===== src/rtl/ps2_pkg.sv =====
// Purpose : shared set-2 scancode constants, decoder state encoding and key event word.
// Latency : n/a (types, constants and pure functions only).
// Backpressure: n/a.
//
// Contents: prefix/control byte values, modifier scancodes, dec_state_t, key_evt_t
// (10-bit {ext, brk, code}), kbd_status codes, idle-byte classifier, fake-shift test.
package ps2_pkg;

   localparam logic [7:0] PREFIX_EXT   = 8'hE0;
   localparam logic [7:0] PREFIX_BRK   = 8'hF0;
   localparam logic [7:0] PREFIX_PAUSE = 8'hE1;
   localparam logic [7:0] BAT_OK       = 8'hAA;
   localparam logic [7:0] KBD_ACK      = 8'hFA;
   localparam logic [7:0] KBD_ECHO     = 8'hEE;
   localparam logic [7:0] KBD_RESEND   = 8'hFE;
   localparam logic [7:0] KBD_ERR_FC   = 8'hFC;
   localparam logic [7:0] KBD_ERR_FD   = 8'hFD;
   localparam logic [7:0] KBD_ERR_00   = 8'h00;
   localparam logic [7:0] KBD_ERR_FF   = 8'hFF;

   localparam logic [7:0] SC_LSHIFT = 8'h12;
   localparam logic [7:0] SC_RSHIFT = 8'h59;
   localparam logic [7:0] SC_CTRL   = 8'h14;
   localparam logic [7:0] SC_ALT    = 8'h11;
   localparam logic [7:0] SC_CAPS   = 8'h58;
   localparam logic [7:0] SC_PAUSE  = 8'h77;

   // Bytes still to swallow after E1: the Pause make/break sequence is E1 + 7 bytes.
   localparam logic [2:0] PAUSE_TAIL = 3'd7;

   localparam int EVT_W = 10;

   typedef struct packed {
      logic       ext;
      logic       brk;
      logic [7:0] code;
   } key_evt_t;

   typedef enum logic [2:0] {
      ST_IDLE,
      ST_GOT_E0,
      ST_GOT_F0,
      ST_GOT_E0F0,
      ST_PAUSE_SKIP
   } dec_state_t;

   typedef enum logic [1:0] {
      KBD_NONE   = 2'b00,
      KBD_BAT_OK = 2'b01,
      KBD_ERROR  = 2'b10,
      KBD_RSVD   = 2'b11
   } kbd_status_t;

   typedef enum logic [2:0] {
      CLS_EXT,
      CLS_BRK,
      CLS_PAUSE,
      CLS_BAT,
      CLS_ERR,
      CLS_DISCARD,
      CLS_KEY
   } byte_cls_t;

   // What a byte means when no prefix is pending.
   function automatic byte_cls_t classify_idle(input logic [7:0] b);
      byte_cls_t cls;
      case (b)
         PREFIX_EXT:                                      cls = CLS_EXT;
         PREFIX_BRK:                                      cls = CLS_BRK;
         PREFIX_PAUSE:                                    cls = CLS_PAUSE;
         BAT_OK:                                          cls = CLS_BAT;
         KBD_ERR_FC, KBD_ERR_FD, KBD_ERR_00, KBD_ERR_FF:  cls = CLS_ERR;
         KBD_ACK, KBD_ECHO, KBD_RESEND:                   cls = CLS_DISCARD;
         default:                                         cls = CLS_KEY;
      endcase
      return cls;
   endfunction

   // E0 12 / E0 59 are shift-state fixups the keyboard injects around
   // navigation keys; they are not real key events.
   function automatic logic is_fake_shift(input logic [7:0] b);
      return (b == SC_LSHIFT) || (b == SC_RSHIFT);
   endfunction

endpackage


===== src/rtl/ps2_scancode_decoder_if.sv =====
// Purpose : scan byte input and key event output bundle of the scancode decoder.
// Latency : n/a (wiring only).
// Backpressure: key_ready pops the head event; scan side has no backpressure.
//
// Ports: scan_valid/scan_code from the receiver; key_valid/key_ready handshake with
// key_code/key_extended/key_release head event. slave = decoder, master = environment.
interface ps2_scancode_decoder_if;

   logic       scan_valid;
   logic [7:0] scan_code;
   logic       key_valid;
   logic       key_ready;
   logic [7:0] key_code;
   logic       key_extended;
   logic       key_release;

   modport master (
      output scan_valid, scan_code, key_ready,
      input  key_valid, key_code, key_extended, key_release
   );

   modport slave (
      input  scan_valid, scan_code, key_ready,
      output key_valid, key_code, key_extended, key_release
   );

endinterface


===== src/rtl/ps2_event_fifo.sv =====
// Purpose : synchronous show-ahead FIFO for decoded key events.
// Latency : write visible at the head one cycle after the push edge when empty.
// Backpressure: push refused when full unless a pop happens the same cycle.
//
// Ports: clk32, rst_n (async active-low), wr_en/wr_dat push, rd_en pop (ignored
// when empty), rd_dat head word (zero when empty), full, empty.
module ps2_event_fifo #(
   parameter int DEPTH = 8,
   parameter int WIDTH = 10
) (
   input  logic             clk32,
   input  logic             rst_n,
   input  logic             wr_en,
   input  logic [WIDTH-1:0] wr_dat,
   input  logic             rd_en,
   output logic [WIDTH-1:0] rd_dat,
   output logic             full,
   output logic             empty
);

   localparam int AW = $clog2(DEPTH);

   // One extra wrap bit distinguishes full from empty when the indices match.
   logic [AW:0]      wr_ptr;
   logic [AW:0]      rd_ptr;
   logic [WIDTH-1:0] mem [DEPTH];
   logic             do_wr;
   logic             do_rd;

   assign empty = (wr_ptr == rd_ptr);
   assign full  = (wr_ptr[AW] != rd_ptr[AW]) && (wr_ptr[AW-1:0] == rd_ptr[AW-1:0]);

   assign do_rd = rd_en & ~empty;
   // A pop in the same cycle frees the slot the push needs.
   assign do_wr = wr_en & (~full | do_rd);

   // Head is forced to zero when empty so outputs are clean out of reset.
   assign rd_dat = empty ? '0 : mem[rd_ptr[AW-1:0]];

   always_ff @(posedge clk32 or negedge rst_n) begin
      if (!rst_n) begin
         wr_ptr <= '0;
         rd_ptr <= '0;
      end else begin
         if (do_wr) wr_ptr <= wr_ptr + 1'b1;
         if (do_rd) rd_ptr <= rd_ptr + 1'b1;
      end
   end

   always_ff @(posedge clk32) begin
      if (do_wr) mem[wr_ptr[AW-1:0]] <= wr_dat;
   end

endmodule


===== src/rtl/ps2_scancode_decoder.sv =====
// Purpose : folds PS/2 set-2 prefix sequences into {extended, release, code} key events.
// Latency : event written at the edge of the final byte; head visible next cycle if empty.
// Backpressure: events queue in a FIFO popped by key_ready; full FIFO drops and sets overflow.
//
// Ports: clk32, rst_n (async active-low); bus (slave) carries scan bytes in and the
// key event handshake out; mod_shift/mod_ctrl/mod_alt/caps_lock live modifier state;
// kbd_status last BAT/error report; overflow sticky drop flag cleared by ovf_clr.
module ps2_scancode_decoder
   import ps2_pkg::*;
#(
   parameter int FIFO_DEPTH     = 8,
   parameter int PREFIX_TIMEOUT = 320000
) (
   input  logic                   clk32,
   input  logic                   rst_n,
   ps2_scancode_decoder_if.slave  bus,
   output logic                   mod_shift,
   output logic                   mod_ctrl,
   output logic                   mod_alt,
   output logic                   caps_lock,
   output logic [1:0]             kbd_status,
   output logic                   overflow,
   input  logic                   ovf_clr
);

   localparam int             TW       = $clog2(PREFIX_TIMEOUT + 1);
   localparam logic [TW-1:0]  TMO_LOAD = TW'(PREFIX_TIMEOUT);

   dec_state_t        state;
   logic [2:0]        pause_cnt;
   logic [TW-1:0]     tmo;
   logic              caps_held;

   logic              evt_push;
   key_evt_t          evt;
   key_evt_t          head;
   logic [EVT_W-1:0]  fifo_rd_dat;
   logic              fifo_full;
   logic              fifo_empty;
   logic              pop;
   logic              drop;

   // ------------------------------------------------------------------
   // Event decode: combinational so the event is written on the same edge
   // that accepts the byte completing it.
   // ------------------------------------------------------------------
   always_comb begin
      evt_push = 1'b0;
      evt      = '{ext: 1'b0, brk: 1'b0, code: bus.scan_code};
      if (bus.scan_valid) begin
         case (state)
            ST_IDLE: begin
               evt_push = (classify_idle(bus.scan_code) == CLS_KEY);
            end
            ST_GOT_E0: begin
               evt.ext  = 1'b1;
               evt_push = (bus.scan_code != PREFIX_BRK) && !is_fake_shift(bus.scan_code);
            end
            ST_GOT_F0: begin
               evt.brk  = 1'b1;
               evt_push = 1'b1;
            end
            ST_GOT_E0F0: begin
               evt.ext  = 1'b1;
               evt.brk  = 1'b1;
               evt_push = !is_fake_shift(bus.scan_code);
            end
            ST_PAUSE_SKIP: begin
               // The whole Pause sequence collapses into one extended 77 make.
               evt      = '{ext: 1'b1, brk: 1'b0, code: SC_PAUSE};
               evt_push = (pause_cnt == 3'd1);
            end
            default: evt_push = 1'b0;
         endcase
      end
   end

   assign pop  = ~fifo_empty & bus.key_ready;
   assign drop = evt_push & fifo_full & ~pop;

   // ------------------------------------------------------------------
   // Prefix FSM, timeout, modifiers and status.
   // ------------------------------------------------------------------
   always_ff @(posedge clk32 or negedge rst_n) begin
      if (!rst_n) begin
         state      <= ST_IDLE;
         pause_cnt  <= '0;
         tmo        <= '0;
         caps_held  <= 1'b0;
         mod_shift  <= 1'b0;
         mod_ctrl   <= 1'b0;
         mod_alt    <= 1'b0;
         caps_lock  <= 1'b0;
         kbd_status <= KBD_NONE;
         overflow   <= 1'b0;
      end else begin
         if (drop)         overflow <= 1'b1;
         else if (ovf_clr) overflow <= 1'b0;

         // Modifiers follow the decoded event even if the FIFO drops it.
         if (evt_push) begin
            case (evt.code)
               SC_LSHIFT, SC_RSHIFT: mod_shift <= ~evt.brk;
               SC_CTRL:              mod_ctrl  <= ~evt.brk;
               SC_ALT:               mod_alt   <= ~evt.brk;
               SC_CAPS: begin
                  // Only the first make of a press toggles; typematic repeats are ignored.
                  if (!evt.brk && !caps_held) caps_lock <= ~caps_lock;
                  caps_held <= ~evt.brk;
               end
               default: ;
            endcase
         end

         if (bus.scan_valid) begin
            tmo <= TMO_LOAD;
            case (state)
               ST_IDLE: begin
                  case (classify_idle(bus.scan_code))
                     CLS_EXT:   state <= ST_GOT_E0;
                     CLS_BRK:   state <= ST_GOT_F0;
                     CLS_PAUSE: begin
                        state     <= ST_PAUSE_SKIP;
                        pause_cnt <= PAUSE_TAIL;
                     end
                     CLS_BAT:   kbd_status <= KBD_BAT_OK;
                     CLS_ERR:   kbd_status <= KBD_ERROR;
                     default:   ;
                  endcase
               end
               ST_GOT_E0: begin
                  state <= (bus.scan_code == PREFIX_BRK) ? ST_GOT_E0F0 : ST_IDLE;
               end
               ST_PAUSE_SKIP: begin
                  pause_cnt <= pause_cnt - 3'd1;
                  if (pause_cnt == 3'd1) state <= ST_IDLE;
               end
               default: state <= ST_IDLE;
            endcase
         end else if (state != ST_IDLE) begin
            // A stalled prefix is abandoned silently once the budget runs out.
            if (tmo == '0) begin
               state     <= ST_IDLE;
               pause_cnt <= '0;
            end else begin
               tmo <= tmo - TW'(1);
            end
         end
      end
   end

   // ------------------------------------------------------------------
   // Event queue
   // ------------------------------------------------------------------
   ps2_event_fifo #(
      .DEPTH (FIFO_DEPTH),
      .WIDTH (EVT_W)
   ) u_fifo (
      .clk32  (clk32),
      .rst_n  (rst_n),
      .wr_en  (evt_push),
      .wr_dat (evt),
      .rd_en  (bus.key_ready),
      .rd_dat (fifo_rd_dat),
      .full   (fifo_full),
      .empty  (fifo_empty)
   );

   assign head             = key_evt_t'(fifo_rd_dat);
   assign bus.key_valid    = ~fifo_empty;
   assign bus.key_code     = head.code;
   assign bus.key_extended = head.ext;
   assign bus.key_release  = head.brk;

endmodule


===== src/flat_wrapper.sv =====
// flat-port wrapper written by rule: the top's interface ports become plain ports
module ps2_scancode_decoder_flat import ps2_pkg::*;
#(
   parameter int FIFO_DEPTH     = 8,
   parameter int PREFIX_TIMEOUT = 320000
)
  (clk32, rst_n, mod_shift, mod_ctrl, mod_alt, caps_lock, kbd_status, overflow, ovf_clr, bus_scan_valid, bus_scan_code, bus_key_ready, bus_key_valid, bus_key_code, bus_key_extended, bus_key_release);
  ps2_scancode_decoder_if bus_i ();
  input  logic clk32;
  input  logic rst_n;
  output logic mod_shift;
  output logic mod_ctrl;
  output logic mod_alt;
  output logic caps_lock;
  output logic [1:0] kbd_status;
  output logic overflow;
  input  logic ovf_clr;
  input wire logic [$bits(bus_i.scan_valid)-1:0] bus_scan_valid;
  input wire logic [$bits(bus_i.scan_code)-1:0] bus_scan_code;
  input wire logic [$bits(bus_i.key_ready)-1:0] bus_key_ready;
  output wire logic [$bits(bus_i.key_valid)-1:0] bus_key_valid;
  output wire logic [$bits(bus_i.key_code)-1:0] bus_key_code;
  output wire logic [$bits(bus_i.key_extended)-1:0] bus_key_extended;
  output wire logic [$bits(bus_i.key_release)-1:0] bus_key_release;
  assign bus_i.scan_valid = bus_scan_valid;
  assign bus_i.scan_code = bus_scan_code;
  assign bus_i.key_ready = bus_key_ready;
  assign bus_key_valid = bus_i.key_valid;
  assign bus_key_code = bus_i.key_code;
  assign bus_key_extended = bus_i.key_extended;
  assign bus_key_release = bus_i.key_release;
  ps2_scancode_decoder #(.FIFO_DEPTH(FIFO_DEPTH), .PREFIX_TIMEOUT(PREFIX_TIMEOUT)) u_core (.clk32(clk32), .rst_n(rst_n), .bus(bus_i), .mod_shift(mod_shift), .mod_ctrl(mod_ctrl), .mod_alt(mod_alt), .caps_lock(caps_lock), .kbd_status(kbd_status), .overflow(overflow), .ovf_clr(ovf_clr));
endmodule

===== config.mk =====
export PLATFORM = sky130hd
export DESIGN_NAME = ps2_scancode_decoder_flat
export DESIGN_NICKNAME = d
export VERILOG_FILES = /design/src/rtl/ps2_pkg.sv /design/src/rtl/ps2_scancode_decoder_if.sv /design/src/rtl/ps2_event_fifo.sv /design/src/rtl/ps2_scancode_decoder.sv /design/src/flat_wrapper.sv
export SDC_FILE = /design/constraint.sdc
export NUM_CORES = 1
export LEC_CHECK = 0
export BUFFER_PORTS_ARGS = -buffer_cell sky130_fd_sc_hd__buf_2
export CAP_MARGIN = 10
export CORE_MARGIN = 10
export CORE_UTILIZATION = 61
export DETAILED_ROUTE_END_ITERATION = 10
export PLACE_DENSITY = 0.77
export REMOVE_ABC_BUFFERS = 1
export SLEW_MARGIN = 15
export SYNTH_ARGS = -nofsm -noshare
export SYNTH_HDL_FRONTEND = slang
export SYNTH_SLANG_ARGS = --single-unit

===== constraint.sdc =====
create_clock -name clk32 -period 4.22 [get_ports clk32]
set_input_delay 0.211 -clock clk32 [delete_from_list [all_inputs] [get_ports clk32]]
set_output_delay 0.211 -clock clk32 [all_outputs]
set_load 0.005 [all_outputs]

==> metrics.md <==
| Metric | Value |
|---|---|
| PwrDens | `657 nW/um2` |
| Post-CTS sizing | `0` |
| Drt drc | `0` |
| Core area | `9150 um2` |
| Mapped Area | `5680 um2` |
| Tightest Pin Transition | `1.19 ns` |
| Launch point of the worst path | `u_core.state[1]` |
| Max Slew Vio Count | `0` |
| FF-to-FF Start | `u_core.state[1]` |
| Worst-case clock buffer depth | `2` |
| Main synth FF type | `edfxtp_1` |
| Setup slack, reg-to-reg | `0.95 ns` |
| # hold bufs at CTS | `2` |
| First-pass DRT Iterations | `4` |
| Post-Route WL | `12.1 mm` |
| Synth cell types | `65` |
| Row Count | `35` |
| Area Growth Syn to Fin | `16.4%` |
| Status | `finished, final reports clean` |
| Largest net degree at the start of global routing | `42` |
| Warnings from Yosys | `0` |
| Fin cells | `568` |
| Yosys reg bits | `121` |
| Worst setup path end | `u_core.u_fifo.mem[2][2]` |
| Max capacitance violation total | `0` |
| Setup TNS | `0 ns` |
| Worst flop-to-flop path endpoint | `u_core.u_fifo.mem[2][2]` |
| Final Hold Viols | `0` |
| Average wire per standard cell | `21.2 um` |
| Max Freq | `306 MHz` |
| Cells after Synth | `408` |
| Num CTS Buffers | `17` |
| Die height | `117 um` |
| CTS Root Cell | `clkbuf_8` |
| Post-synth EDFFs | `80` |
| CP endpoint kind | `flop` |
| Placed insts | `533` |
| RSZ-0062 raised after global routing | `no` |
| Sequential fraction of the synthesis area | `60.4%` |
| NumNets Final | `462` |
| Worst-path clk slew | `0.06 ns` |
| Syn Area/Cell | `13.9 um2` |
| Rel. slew slack | `20.1%` |
| Gpl congestion | `0.883` |
| Final setup fails | `0` |
| Setup Skew | `0.00663 ns` |
| Input/output buffers | `30` |
| Post-CTS Repair Setup Buffers | `0` |
| Routed vias | `3600` |
| Die width | `117 um` |
| Worst-path fanout max | `10` |
| Hpwl dp | `7.95 mm` |
| Worst Path Required | `4.35 ns` |
| Antenna-violating nets left | `0` |
| Min Tclk post-route | `3.27 ns` |
| First-pass GRT wire length | `19.6 mm` |
| Leak | `2.46 nW` |
| Tot Pwr | `4.35 mW` |
| Congestion Overflow GR | `0` |
| Starting Density | `62.1%` |
| Startpoint types | `flop` |
| WS Path Type | `flop to flop` |
| Design area | `6610 um2` |
| Final period util | `77.4%` |
| Worst EP arrival | `3.40 ns` |
| Hold_sp | `bus_scan_code[2]` |
| Initial antenna violation count | `0` |
| Worst-Skew Late Latency | `0.52 ns` |
| Reg2Reg Depth | `6` |
| Number of global-route vias before repair | `3668` |
| Ant. Diodes | `0` |
| TritonCTS clock tree | `done` |
| CTS H-tree depth | `4` |
| Peak supply drop | `0.000426 V` |
| DR iter-0 viols | `284` |
| DR vias/cell | `6.34` |
| # IOs | `31` |
| Worst min path class | `primary input to flop` |
| Post-placement cell area | `5980 um2` |
| Overall global routing resource usage | `19.3%` |
| DIE AREA | `13600 um2` |
| Post-synthesis async set-or-reset flop share | `33.9%` |
| Fraction of layout instances using a drive strength above 1 | `26.3%` |
| CTS Sinks | `121` |
## routing by layer
layer / vias up / part of all wire, % / GRT usage [%] / wire length [um]
met3: 19 / 4.5 / 5.80 / 539
met2: 101 / 52 / 31.4 / 6260
met4: 0 / 1.4 / 6.34 / 170
met1: 1825 / 42 / 24.0 / 5080
met5: - / 0 / 0 / 0
li1: 1655 / - / - / -
## worst min-delay path by stage
stage,to,slack (ns),cells past startpoint
after floorplan,u_core.caps_held,-0.08,0
after CTS,u_core.u_fifo.rd_ptr[2],0.01,3
after detailed placement,u_core.mod_shift,0.40,1
after global routing,u_core.mod_ctrl,0.14,3
after global placement,u_core.mod_shift,0.40,1
final,u_core.mod_ctrl,0.15,3
## cells by family (layout without fill, tap and decap cells)
kind of cell    count (synthesis)  in the layout  share of synthesized area [%]
fa+ha+maj                       6              6                           1.28
buf+inv                        40             89                           2.84
flops                         121            121                           60.4
compound gates                 56             56                           8.17
xor+xnor                       16             16                           2.47
mux                            39             39                           11.5
simple gates                  130            130                           13.4
## final cells by class
cell class                 instances  area [um2]
clock inverter                    14         171
timing repair buffer              42         248
tap                              111         139
multi-input combinational        247        2150
fill                             592        2540
sequential                       121        3430
inverter                          15        56.3
clock buffer                      18         418
## metrics by stage
stage	util (%)	setup WS, ns	hold slack (ns)
floorplan	-	0.917	-0.0846
global placement	65.3	1.14	0.397
detailed placement	65.3	0.913	0.402
CTS	71.9	0.898	0.0100
global route	72.2	0.716	0.140
finish	72.2	0.953	0.151
## flip-flops by register name, summed over array words and instances (netlist names), 2 cells and up
| register | count |
|---|---|
| u_core.kbd_status | 2 |
| u_core.u_fifo.mem | 80 |
| u_core.pause_cnt | 3 |
| u_core.state | 3 |
| u_core.u_fifo.rd_ptr | 4 |
| u_core.u_fifo.wr_ptr | 4 |
| u_core.tmo | 19 |
## synth_stat cells (all sizes together), types with 2 or more instances
cell | count | area share [%]
or2 | 7 | 0.77
o31ai | 5 | 0.66
o21a | 2 | 0.26
nand4 | 4 | 0.44
and3 | 2 | 0.22
nor4 | 10 | 1.1
nor3 | 14 | 1.6
o31a | 2 | 0.31
nor2b | 8 | 0.88
nor4b | 5 | 0.77
and4b | 2 | 0.35
nand2 | 10 | 0.66
nand2b | 9 | 0.99
or3 | 8 | 0.90
inv | 15 | 0.99
buf | 7 | 0.64
ha | 5 | 1.1
a21oi | 12 | 1.1
mux4 | 20 | 7.9
mux2 | 8 | 1.7
nand3 | 5 | 0.44
nor2 | 30 | 2.0
o211ai | 6 | 1.1
edfxtp | 80 | 42
clkbuf | 18 | 1.2
or4 | 11 | 1.5
a41oi | 2 | 0.31
xnor2 | 9 | 1.4
o311ai | 2 | 0.62
o2111ai | 4 | 0.62
a2111oi | 2 | 0.64
xor2 | 7 | 1.1
mux2i | 11 | 1.9
o21ai | 8 | 0.90
dfrtp | 41 | 18
## critical path: stages (launching register included)
cell       delay (ns)
dfrtp_1          0.45
nor2_1           0.49
o311ai_0         0.37
a2111oi_4        0.27
buf_4            0.23
o21ai_4          0.15
nor4_2           0.92
## placed cells by master, fill, tap and decap left out, types with 3 or more instances in the layout
cell,instances
ha_1,5
buf_4,9
o2111ai_1,4
mux4_2,20
xor2_1,7
nor4_1,6
or2_2,7
nand2_1,10
o31ai_1,5
nand4_1,4
mux2_2,6
dfrtp_1,41
nand3_1,5
edfxtp_1,80
xnor2_1,9
clkinv_4,3
clkbuf_16,16
or4_1,11
nand2b_1,9
nor3_1,11
o211ai_1,4
inv_1,15
mux2i_1,11
nor4b_2,3
nor2b_1,8
buf_2,30
dlygate4sd3_1,3
or3_1,7
nor2_1,30
o21ai_0,7
inv_6,4
bufinv_16,3
a21oi_1,12
## where the power goes
part | internal, mW | leakage (nW) | switching [mW] | total, mW
sequential | 1.48 | 1.23 | 0.163 | 1.65
combinational | 0.581 | 0.936 | 0.686 | 1.27
clock | 0.903 | 0.286 | 0.527 | 1.43
Power figures use the tool's default switching activity.
